<file path="src/rtl/emissions_pkg.sv">
// Shared types and default tuning constants for the exhaust CO2 sensor scheduler.
package emissions_pkg;

   typedef enum logic [1:0] {
      NORMAL   = 2'd0,
      WARNING  = 2'd1,
      CRITICAL = 2'd2
   } level_t;

   typedef enum logic [1:0] {
      S_IDLE,
      S_GRANT,
      S_CLASSIFY,
      S_UPDATE
   } sched_state_t;

   localparam int unsigned DEF_NUM_SENSORS = 4;
   localparam int unsigned DEF_DATA_W      = 8;
   localparam int unsigned DEF_WARN_TH     = 50;
   localparam int unsigned DEF_CRIT_TH     = 100;
   localparam int unsigned DEF_PERSIST     = 3;
   localparam int unsigned DEF_TIMEOUT     = 15;

endpackage

</file>
<file path="src/rtl/emissions_level_classifier.sv">
// Combinational CO2 sample classifier: maps an unsigned sample onto NORMAL/WARNING/CRITICAL.
module emissions_level_classifier
   import emissions_pkg::*;
#(
   parameter int unsigned DATA_W  = DEF_DATA_W,
   parameter int unsigned WARN_TH = DEF_WARN_TH,
   parameter int unsigned CRIT_TH = DEF_CRIT_TH
)(
   input  logic [DATA_W-1:0] sample,
   output level_t            level
);

   always_comb begin
      if (32'(sample) >= CRIT_TH)
         level = CRITICAL;
      else if (32'(sample) >= WARN_TH)
         level = WARNING;
      else
         level = NORMAL;
   end

endmodule

</file>
<file path="src/rtl/emissions_sensor_scheduler.sv">
// Round-robin poller sharing one classifier across exhaust sensors, with per-channel persistence
// filtering, sticky timeout flags and registered alarm aggregation. Reset deassertion is expected to be synchronised upstream.
module emissions_sensor_scheduler
   import emissions_pkg::*;
#(
   parameter  int unsigned NUM_SENSORS = DEF_NUM_SENSORS,
   parameter  int unsigned DATA_W      = DEF_DATA_W,
   parameter  int unsigned WARN_TH     = DEF_WARN_TH,
   parameter  int unsigned CRIT_TH     = DEF_CRIT_TH,
   parameter  int unsigned PERSIST     = DEF_PERSIST,
   parameter  int unsigned TIMEOUT     = DEF_TIMEOUT,
   localparam int unsigned PTR_W       = $clog2(NUM_SENSORS)
)(
   input  logic                          clk,
   input  logic                          reset,
   input  logic                          enable,
   input  logic [NUM_SENSORS*DATA_W-1:0] sensor_data,
   input  logic [NUM_SENSORS-1:0]        sensor_valid,
   output logic [NUM_SENSORS-1:0]        sensor_ready,
   input  logic [NUM_SENSORS-1:0]        clear_err,
   output logic [NUM_SENSORS-1:0]        timeout_err,
   output logic [2*NUM_SENSORS-1:0]      ch_level,
   output logic                          warning,
   output logic                          critical,
   output logic [PTR_W-1:0]              worst_ch
);

   localparam int unsigned WAIT_W  = $clog2(TIMEOUT + 1);
   localparam int unsigned CNT_W   = $clog2(PERSIST + 1);
   localparam logic [PTR_W-1:0] LAST_CH = PTR_W'(NUM_SENSORS - 1);

   sched_state_t            state_q, state_d;
   logic [PTR_W-1:0]        ptr_q, ptr_nxt;
   logic [WAIT_W-1:0]       wait_q;
   logic [DATA_W-1:0]       sample_q;
   level_t                  level_q, cls_level;
   level_t                  ch_lvl_q [NUM_SENSORS];
   level_t                  pend_q   [NUM_SENSORS];
   logic [CNT_W-1:0]        cnt_q    [NUM_SENSORS];
   logic [DATA_W-1:0]       data_arr [NUM_SENSORS];
   logic                    handshake, timeout_hit;
   logic [NUM_SENSORS-1:0]  tmo_mask;
   logic [CNT_W-1:0]        upd_cnt;
   logic                    any_crit, any_warn;
   level_t                  worst_lvl;
   logic [PTR_W-1:0]        worst_idx;

   for (genvar g = 0; g < NUM_SENSORS; g++) begin : g_ch
      assign data_arr[g]         = sensor_data[g*DATA_W +: DATA_W];
      assign ch_level[2*g +: 2]  = ch_lvl_q[g];
   end

   assign handshake   = (state_q == S_GRANT) && sensor_valid[ptr_q];
   assign timeout_hit = (state_q == S_GRANT) && !handshake && enable &&
                        (wait_q == WAIT_W'(TIMEOUT - 1));
   assign ptr_nxt     = (ptr_q == LAST_CH) ? '0 : ptr_q + 1'b1;

   emissions_level_classifier #(
      .DATA_W  (DATA_W),
      .WARN_TH (WARN_TH),
      .CRIT_TH (CRIT_TH)
   ) u_classifier (
      .sample (sample_q),
      .level  (cls_level)
   );

   // NOTE: every combinational output gets a default first so no path can infer a latch.
   always_comb begin
      state_d      = state_q;
      sensor_ready = '0;
      unique case (state_q)
         S_IDLE:     if (enable) state_d = S_GRANT;
         S_GRANT: begin
            sensor_ready[ptr_q] = 1'b1;
            if (handshake)   state_d = S_CLASSIFY;
            else if (!enable) state_d = S_IDLE;
         end
         S_CLASSIFY: state_d = S_UPDATE;
         S_UPDATE:   state_d = enable ? S_GRANT : S_IDLE;
         default:    state_d = S_IDLE;
      endcase
   end

   // NOTE: sequential state uses non-blocking assignments so all registers sample pre-edge values.
   always_ff @(posedge clk or negedge reset) begin
      if (!reset) state_q <= S_IDLE;
      else        state_q <= state_d;
   end

   always_comb begin
      tmo_mask = '0;
      if (timeout_hit) tmo_mask[ptr_q] = 1'b1;
      if (level_q == pend_q[ptr_q])
         upd_cnt = (cnt_q[ptr_q] == CNT_W'(PERSIST)) ? cnt_q[ptr_q] : cnt_q[ptr_q] + 1'b1;
      else
         upd_cnt = CNT_W'(1);
   end

   always_ff @(posedge clk or negedge reset) begin
      if (!reset) begin
         ptr_q       <= '0;
         wait_q      <= '0;
         sample_q    <= '0;
         level_q     <= NORMAL;
         timeout_err <= '0;
         // NOTE: the per-channel arrays are small flop banks that must power up NORMAL, so they are reset.
         for (int i = 0; i < NUM_SENSORS; i++) begin
            ch_lvl_q[i] <= NORMAL;
            pend_q[i]   <= NORMAL;
            cnt_q[i]    <= '0;
         end
      end else begin
         wait_q <= (state_q == S_GRANT && !handshake && enable && !timeout_hit) ?
                   wait_q + 1'b1 : '0;
         if (handshake)              sample_q <= data_arr[ptr_q];
         if (state_q == S_CLASSIFY)  level_q  <= cls_level;
         if (state_q == S_UPDATE) begin
            pend_q[ptr_q] <= level_q;
            cnt_q[ptr_q]  <= upd_cnt;
            if (upd_cnt == CNT_W'(PERSIST)) ch_lvl_q[ptr_q] <= level_q;
         end
         if (state_q == S_UPDATE || timeout_hit) ptr_q <= ptr_nxt;
         // A timeout in the same cycle as a clear re-sets the flag.
         timeout_err <= (timeout_err & ~clear_err) | tmo_mask;
      end
   end

   // Descending scan with >= leaves the lowest index holding the highest level.
   always_comb begin
      any_crit  = 1'b0;
      any_warn  = 1'b0;
      worst_lvl = NORMAL;
      worst_idx = '0;
      for (int i = NUM_SENSORS - 1; i >= 0; i--) begin
         if (ch_lvl_q[i] == CRITICAL) any_crit = 1'b1;
         if (ch_lvl_q[i] == WARNING)  any_warn = 1'b1;
         if (ch_lvl_q[i] >= worst_lvl) begin
            worst_lvl = ch_lvl_q[i];
            worst_idx = PTR_W'(i);
         end
      end
   end

   always_ff @(posedge clk or negedge reset) begin
      if (!reset) begin
         critical <= 1'b0;
         warning  <= 1'b0;
         worst_ch <= '0;
      end else begin
         critical <= any_crit;
         warning  <= any_warn && !any_crit;
         worst_ch <= worst_idx;
      end
   end

endmodule

</file>
<file path="config.mk">
export PLATFORM = sky130hd
export DESIGN_NAME = emissions_sensor_scheduler
export DESIGN_NICKNAME = d
export VERILOG_FILES = /design/src/rtl/emissions_pkg.sv /design/src/rtl/emissions_level_classifier.sv /design/src/rtl/emissions_sensor_scheduler.sv
export SDC_FILE = /design/constraint.sdc
export NUM_CORES = 1
export LEC_CHECK = 0
export CORE_MARGIN = 4
export CORE_UTILIZATION = 44
export DETAILED_ROUTE_END_ITERATION = 6
export MAX_ROUTING_LAYER = met4
export PLACE_DENSITY = 0.75
export REMOVE_ABC_BUFFERS = 1
export SLEW_MARGIN = 20
export SYNTH_ARGS = -nofsm -noshare
export SYNTH_HDL_FRONTEND = slang
export SYNTH_SLANG_ARGS = --single-unit
</file>
<file path="constraint.sdc">
create_clock -name clk -period 2.8 [get_ports clk]
set_clock_uncertainty 0.1 [all_clocks]
set_input_delay 0.56 -clock clk [delete_from_list [all_inputs] [get_ports clk]]
set_output_delay 0.56 -clock clk [all_outputs]
set_load 0.01 [all_outputs]
</file>
# Word-level counts from Yosys, hierarchy flattened
# Cells that the tools add are included.
[classes]
div_mod_pow = 0
n_eq_ne = 18
reduce_logical = 15
n_lt_le_gt_ge = 10
addsub = 3
n_shift = 0
mul = 0
mux = 46
bitwise_logic = 4
[op_table]
columns = ["op", "n"]
rows = [
  ["2-bit two-way mux", 19],
  ["8-bit bitwise mux", 3],
  ["2-bit equality test (second input constant)", 9],
  ["8-bit binary-select mux with 2-bit select", 1],
  ["8-bit two-way mux", 2],
  ["1-bit two-way mux", 12],
  ["4-bit two-way mux", 3],
  ["2-bit by 1-bit equality test with 1-bit output (second input constant)", 5],
  ["2-bit binary-select mux with 2-bit select", 2],
  ["8-bit by 6-bit greater-or-equal comparator with 1-bit output (second input constant)", 1],
  ["8-bit by 7-bit greater-or-equal comparator with 1-bit output (second input constant)", 1],
  ["1-bit logical AND", 8],
  ["2-bit case mux with 4 select lines", 1],
  ["2-bit greater-or-equal comparator", 3],
  ["2-bit by 1-bit adder with 2-bit output (second input constant)", 2],
  ["4-bit by 1-bit adder with 4-bit output (second input constant)", 1],
  ["4-bit AND", 1],
  ["2-bit demux with 2-bit select", 1],
  ["4-bit equality test (second input constant)", 1],
  ["2-bit by 1-bit greater-or-equal comparator with 1-bit output (second input constant)", 2],
  ["4-bit NOT", 1],
  ["4-bit OR", 1],
  ["2-bit AND reduction", 2],
  ["3-bit greater-or-equal comparator (second input constant)", 1],
  ["11 further kinds", 13],
]
[totals]
out_inout_bits = 20
memories = 0
elab_cells = 117
register_bits = 50
mem_bits_rw = 0
romBits = 0
in_bits = 43
latch_bits = 0

# Logic depth before layout (Yosys ltp)
# Gate-level depths: netlist of the first run.
[depth]
word_depth = 10
ltp_mapped = 15
mapped_depth_nobuf = 15

# Cells and area by module
# A second synthesis of the first run with hierarchy kept.
[unflattened]
hier_cells = 233
area_unflattened_um2 = 2723.9
[by_module_without_submodules]
columns = ["mod", "cells_per_inst", "seq_area_each_um2", "n_inst", "area_each_um2"]
rows = [
  ["emissions_sensor_scheduler", 226, 1251.2, 1, 2670.1],
  ["emissions_level_classifier", 7, 0.0, 1, 53.8],
]

# Worst setup path after synthesis of the first run
# OpenSTA, ideal clock, no wires.
[synth_path]
path_type = "reg2reg"
startpoint = "reg ch_lvl_q (netlist bit ch_level[5])"
endpoint = "reg worst_ch[0]"
n_path_buf = 0
setup_ps = 84
synth_period_minus_slack_ps = 2771
arrival_time_ps = 2587
required_time_ps = 2616
path_slack_ps = 29
path_stages_with_launch = 15
cell_sequence = "dfrtp_1 -> inv_1 -> ha_1 -> o21bai_1 -> mux2_2 -> ha_1 -> inv_1 -> a21oi_1 -> nor2_1 -> nand2_1 -> o21ai_0 -> ha_1 -> nand2b_1 -> a21oi_1 -> a21boi_0"
[synth_between]
elab_chain_len = 6
[synth_lines]
columns = ["element", "line_no", "rtl"]
rows = [
  ["from (decl)", "emissions_sensor_scheduler.sv:37", "level_t ch_lvl_q [NUM_SENSORS];"],
  ["from (signal, indexed assignment)", "emissions_sensor_scheduler.sv:120", "if (upd_cnt == CNT_W'(PERSIST)) ch_lvl_q[ptr_q] <= level_q;"],
  ["2-bit greater-or-equal comparator", "emissions_sensor_scheduler.sv:137", "if (ch_lvl_q[i] >= worst_lvl) begin"],
  ["2-bit two-way mux", "emissions_sensor_scheduler.sv:137", ""],
  ["2-bit greater-or-equal comparator", "emissions_sensor_scheduler.sv:137", ""],
  ["2-bit two-way mux", "emissions_sensor_scheduler.sv:137", ""],
  ["2-bit greater-or-equal comparator", "emissions_sensor_scheduler.sv:137", ""],
  ["2-bit two-way mux *", "emissions_sensor_scheduler.sv:137", ""],
  ["via worst_idx[0]", "emissions_sensor_scheduler.sv:46", "logic [PTR_W-1:0] worst_idx;"],
  ["to (signal assigned)", "emissions_sensor_scheduler.sv:152", "worst_ch <= worst_idx;"],
  ["to (decl)", "emissions_sensor_scheduler.sv:25", "output logic [PTR_W-1:0] worst_ch"],
]
# Mark *: on every way through the listed nets, which the timed path passes. The rest lies on a longest branch.
# A chain may end at the register's enable or synchronous reset.

# Final worst setup path of the first run
# Same ends and word-level chain as after synthesis.

==> results of run 1 <==
## layout by cell type, fill, tap and decap left out, types with 2 or more instances in the layout
master,count
buf_4,15
nor2_1,9
clkdlybuf4s50_1,57
mux2i_1,7
o21ai_0,11
nand3_1,10
inv_2,2
a21oi_1,5
ha_1,10
xor2_1,5
inv_1,13
nand2_1,18
mux4_2,9
o31ai_1,4
dfrtp_1,49
mux2_1,2
clkbuf_8,6
and2_1,6
mux2_2,23
o22ai_1,2
nand2b_1,2
ha_4,3
## area by class of cell
| type | instances | area share [%] |
|---|---|---|
| inverters | 15 | 1.61 |
| flip-flops and latches | 49 | 35.0 |
| clock inverters | 1 | 0.214 |
| clock buffers | 6 | 2.36 |
| multi-input cells | 147 | 38.3 |
| well taps | 72 | 2.57 |
| repair buffers | 74 | 20.0 |
## state kept, by name, summed over array words and instances, names as in the netlist, 2 cells and up, named ones only
signal	count
ch_level	8
cnt_q	8
pend_q	8
sample_q	7
timeout_err	4
wait_q	4
level_q	2
ptr_q	2
worst_ch	2
## cells by family after synthesis
logic type	Yosys count	synth area share, %
xor gates and xnor gates	6	2.05
adders and majority gates	14	6.83
buffers and inverters	21	3.46
AOI/OAI and AO/OA	33	7.96
DFF	49	47.8
muxes	42	22.1
and+or+nand+nor	52	9.81
## power by group
group	internal, mW	switching [mW]	total [mW]	leakage, nW
Clock	0.195	0.219	0.414	0.0433
Sequential	0.946	0.232	1.18	0.640
Combinational	0.860	0.685	1.54	0.849
## routing by layer
layer,routed length (um),track usage (%),part of all wire [%],vias up
met3,294,3.93,5.4,5
met1,2340,18.7,43,892
li1,-,-,-,912
met5,0,-,0,-
met4,74,6.04,1.4,0
met2,2730,26.3,50,40
## critical path, stage by stage (launching register included)
cell and delay, ns:
dfrtp_1 0.38, inv_1 0.12, ha_4 0.22, o21bai_4 0.15
mux2_4 0.34, ha_4 0.26, inv_1 0.04, a21oi_2 0.14
nor2_2 0.06, nand2_1 0.07, o21ai_1 0.06, ha_1 0.27
nand2b_4 0.15, a21oi_4 0.14, a21boi_2 0.16
## metrics by stage
step | TNS [ns] | power (mW) | cell area (um2) | utilization, %
after CTS | 0 | 3.08 | 3430 | 61.6
after global routing | -0.0427 | 3.38 | 3500 | 62.8
after floorplan | 0 | 2.07 | 2530 | -
after detailed placement | -0.0546 | 2.57 | 3290 | 59.1
final | 0 | 3.14 | 3500 | 62.8
after global placement | 0 | 2.54 | 3290 | 59.1
## timing repair
| item | CTS | global route |
|---|---|---|
| pin swaps | 4 | 6 |
| setup endpoints to repair | 2 | 2 |
| buffers inserted | 3 | 0 |
| resized for setup | 7 | 13 |
| hold endpoints to repair | 0 | 0 |
## worst max-delay path by stage
stage,end,depth (start not counted)
global route,worst_ch[0]$_DFF_PN0_,15
CTS,worst_ch[0]$_DFF_PN0_,15
floorplan,worst_ch[0]$_DFF_PN0_,14
global placement,worst_ch[0]$_DFF_PN0_,15
finish,worst_ch[0]$_DFF_PN0_,14
detailed placement,worst_ch[0]$_DFF_PN0_,15
==> flow_metrics.env, run 1 <==
export IMPL_maxCapViolCount=0
export IMPL_synth_top_area_share_pct=47.8
export IMPL_fin_cells=364
export IMPL_ys_warn_count=0
export IMPL_dp_slack_ns=-0.0546
export IMPL_synth_most_common_cell="dfrtp_1"
export IMPL_cts_hold_buf=0
export IMPL_slew_viol_final=0
export IMPL_drc_errors=0
export IMPL_layout_drive_gt1_share_pct=25.0
export IMPL_fillers=450
export IMPL_routed_via_density=5.08
export IMPL_clockBufferDepth=2
export IMPL_crit_start="ch_level[5]$_DFFE_PN0P_"
export IMPL_cts_max_level=2
export IMPL_syn_to_final_growth_pct=36.6
export IMPL_ant_nets=0
export IMPL_vias=1849
export IMPL_grt_pass1_vias=1883
export IMPL_syn_avg_cell_area_um2=11.8
export IMPL_netlist_area_mm2=0.00256
export IMPL_crit_arrival_ns=2.84
export IMPL_hpwlAfterDp_um=4080
export IMPL_crit_fanout=3
export IMPL_ff_latch_area_mm2=0.00123
export IMPL_num_rows=27
export IMPL_start_util_pct=46.0
export IMPL_cp_data_required_time_ns=2.93
export IMPL_drtIter0Drc=99
export IMPL_final_nets=349
export IMPL_end_kind="flip-flop"
export IMPL_synthCells=217
export IMPL_yosys_top_cells_area="dfrtp_1 48%, mux2_2 11%, mux4_2 7.9%"
export IMPL_port_buffers=58
export IMPL_power_density_mw_per_mm2=896
export IMPL_rr_startpoint="ch_level[5]$_DFFE_PN0P_"
export IMPL_die_width_um=84.3
export IMPL_yosysSeqAreaShare_pct=47.8
export IMPL_ir_drop_uv=403
export IMPL_core_area_mm2=0.00557
export IMPL_slew_headroom_pct=68.2
export IMPL_fmax_mhz=369
export IMPL_wl_um=5440
export IMPL_synth_flop_cell="dfrtp_1"
export IMPL_ios=63
export IMPL_ys_types=33
export IMPL_synth_edf_count=0
export IMPL_root_buffer="clkbuf_8"
export IMPL_setup_viol=0
export IMPL_multi_input_area_mm2=0.00134
export IMPL_r2r_setup_slack_ns=0.09
export IMPL_grt_antenna_before_repair=0
export IMPL_wl_per_cell_um=15.0
export IMPL_status="finished, final reports clean"
export IMPL_ys_async_sr_fraction_pct=100
export IMPL_path_class="flip-flop to flip-flop"
export IMPL_grt_pass1_wl_um=8870
export IMPL_die_area_mm2=0.00711
export IMPL_cts_buffers=5
export IMPL_dieHeight_um=84.3
export IMPL_hold_slack_ns=0.105
export IMPL_synthTopCellsByCount="49 x dfrtp_1, 24 x mux2_2, 18 x nand2_1"
export IMPL_hp_class="input port to async pin"
export IMPL_cts_tree="yes"
export IMPL_dp_cells=354
export IMPL_period_needed_ns=2.71
export IMPL_grt_start_max_net_pins=23
export IMPL_worst_slack_ns=0.0907
export IMPL_post_route_period_util_pct=96.8
export IMPL_insertedDiodeCount=0
export IMPL_finalWeightedCongestion=0.781
export IMPL_final_hold_violation_count=0
export IMPL_max_slew_worst_pin_slew_ns=0.477
export IMPL_r2r_end="worst_ch[0]$_DFF_PN0_"
export IMPL_p_leak_nw=1.53
export IMPL_ys_seq_elements=49
export IMPL_yosysTopAreaCell="dfrtp_1"
export IMPL_grt_usage_pct=15.9
export IMPL_worstSkewPairLatency_ns=0.30
export IMPL_clk_pin_slew_ns=0.08
export IMPL_first_pass_iters=4
export IMPL_cts_sinks=49
export IMPL_gr_total_overflow=0
export IMPL_startpoint_type="flip-flop"
export IMPL_worst_r2r_cell_count=14
(Power assumes the default switching activity.)
==> run 2, diff against run 1 <==
--- a/config.mk
+++ b/config.mk
@@ -8,7 +8,7 @@
 export CORE_MARGIN = 4
 export CORE_UTILIZATION = 44
 export DETAILED_ROUTE_END_ITERATION = 6
-export MAX_ROUTING_LAYER = met4
+export GPL_ROUTABILITY_DRIVEN = 1
 export PLACE_DENSITY = 0.75
 export REMOVE_ABC_BUFFERS = 1
 export SLEW_MARGIN = 20
==> results of run 2 <==
No change in the layout: final DEF, timing and power equal those of run 1.
Main changes from that run: final weighted congestion in routability-driven placement 0.781 -> 0.771; via count of the first global-routing pass 1883 -> 1882; overall routing resource usage 15.9% -> 15.4%
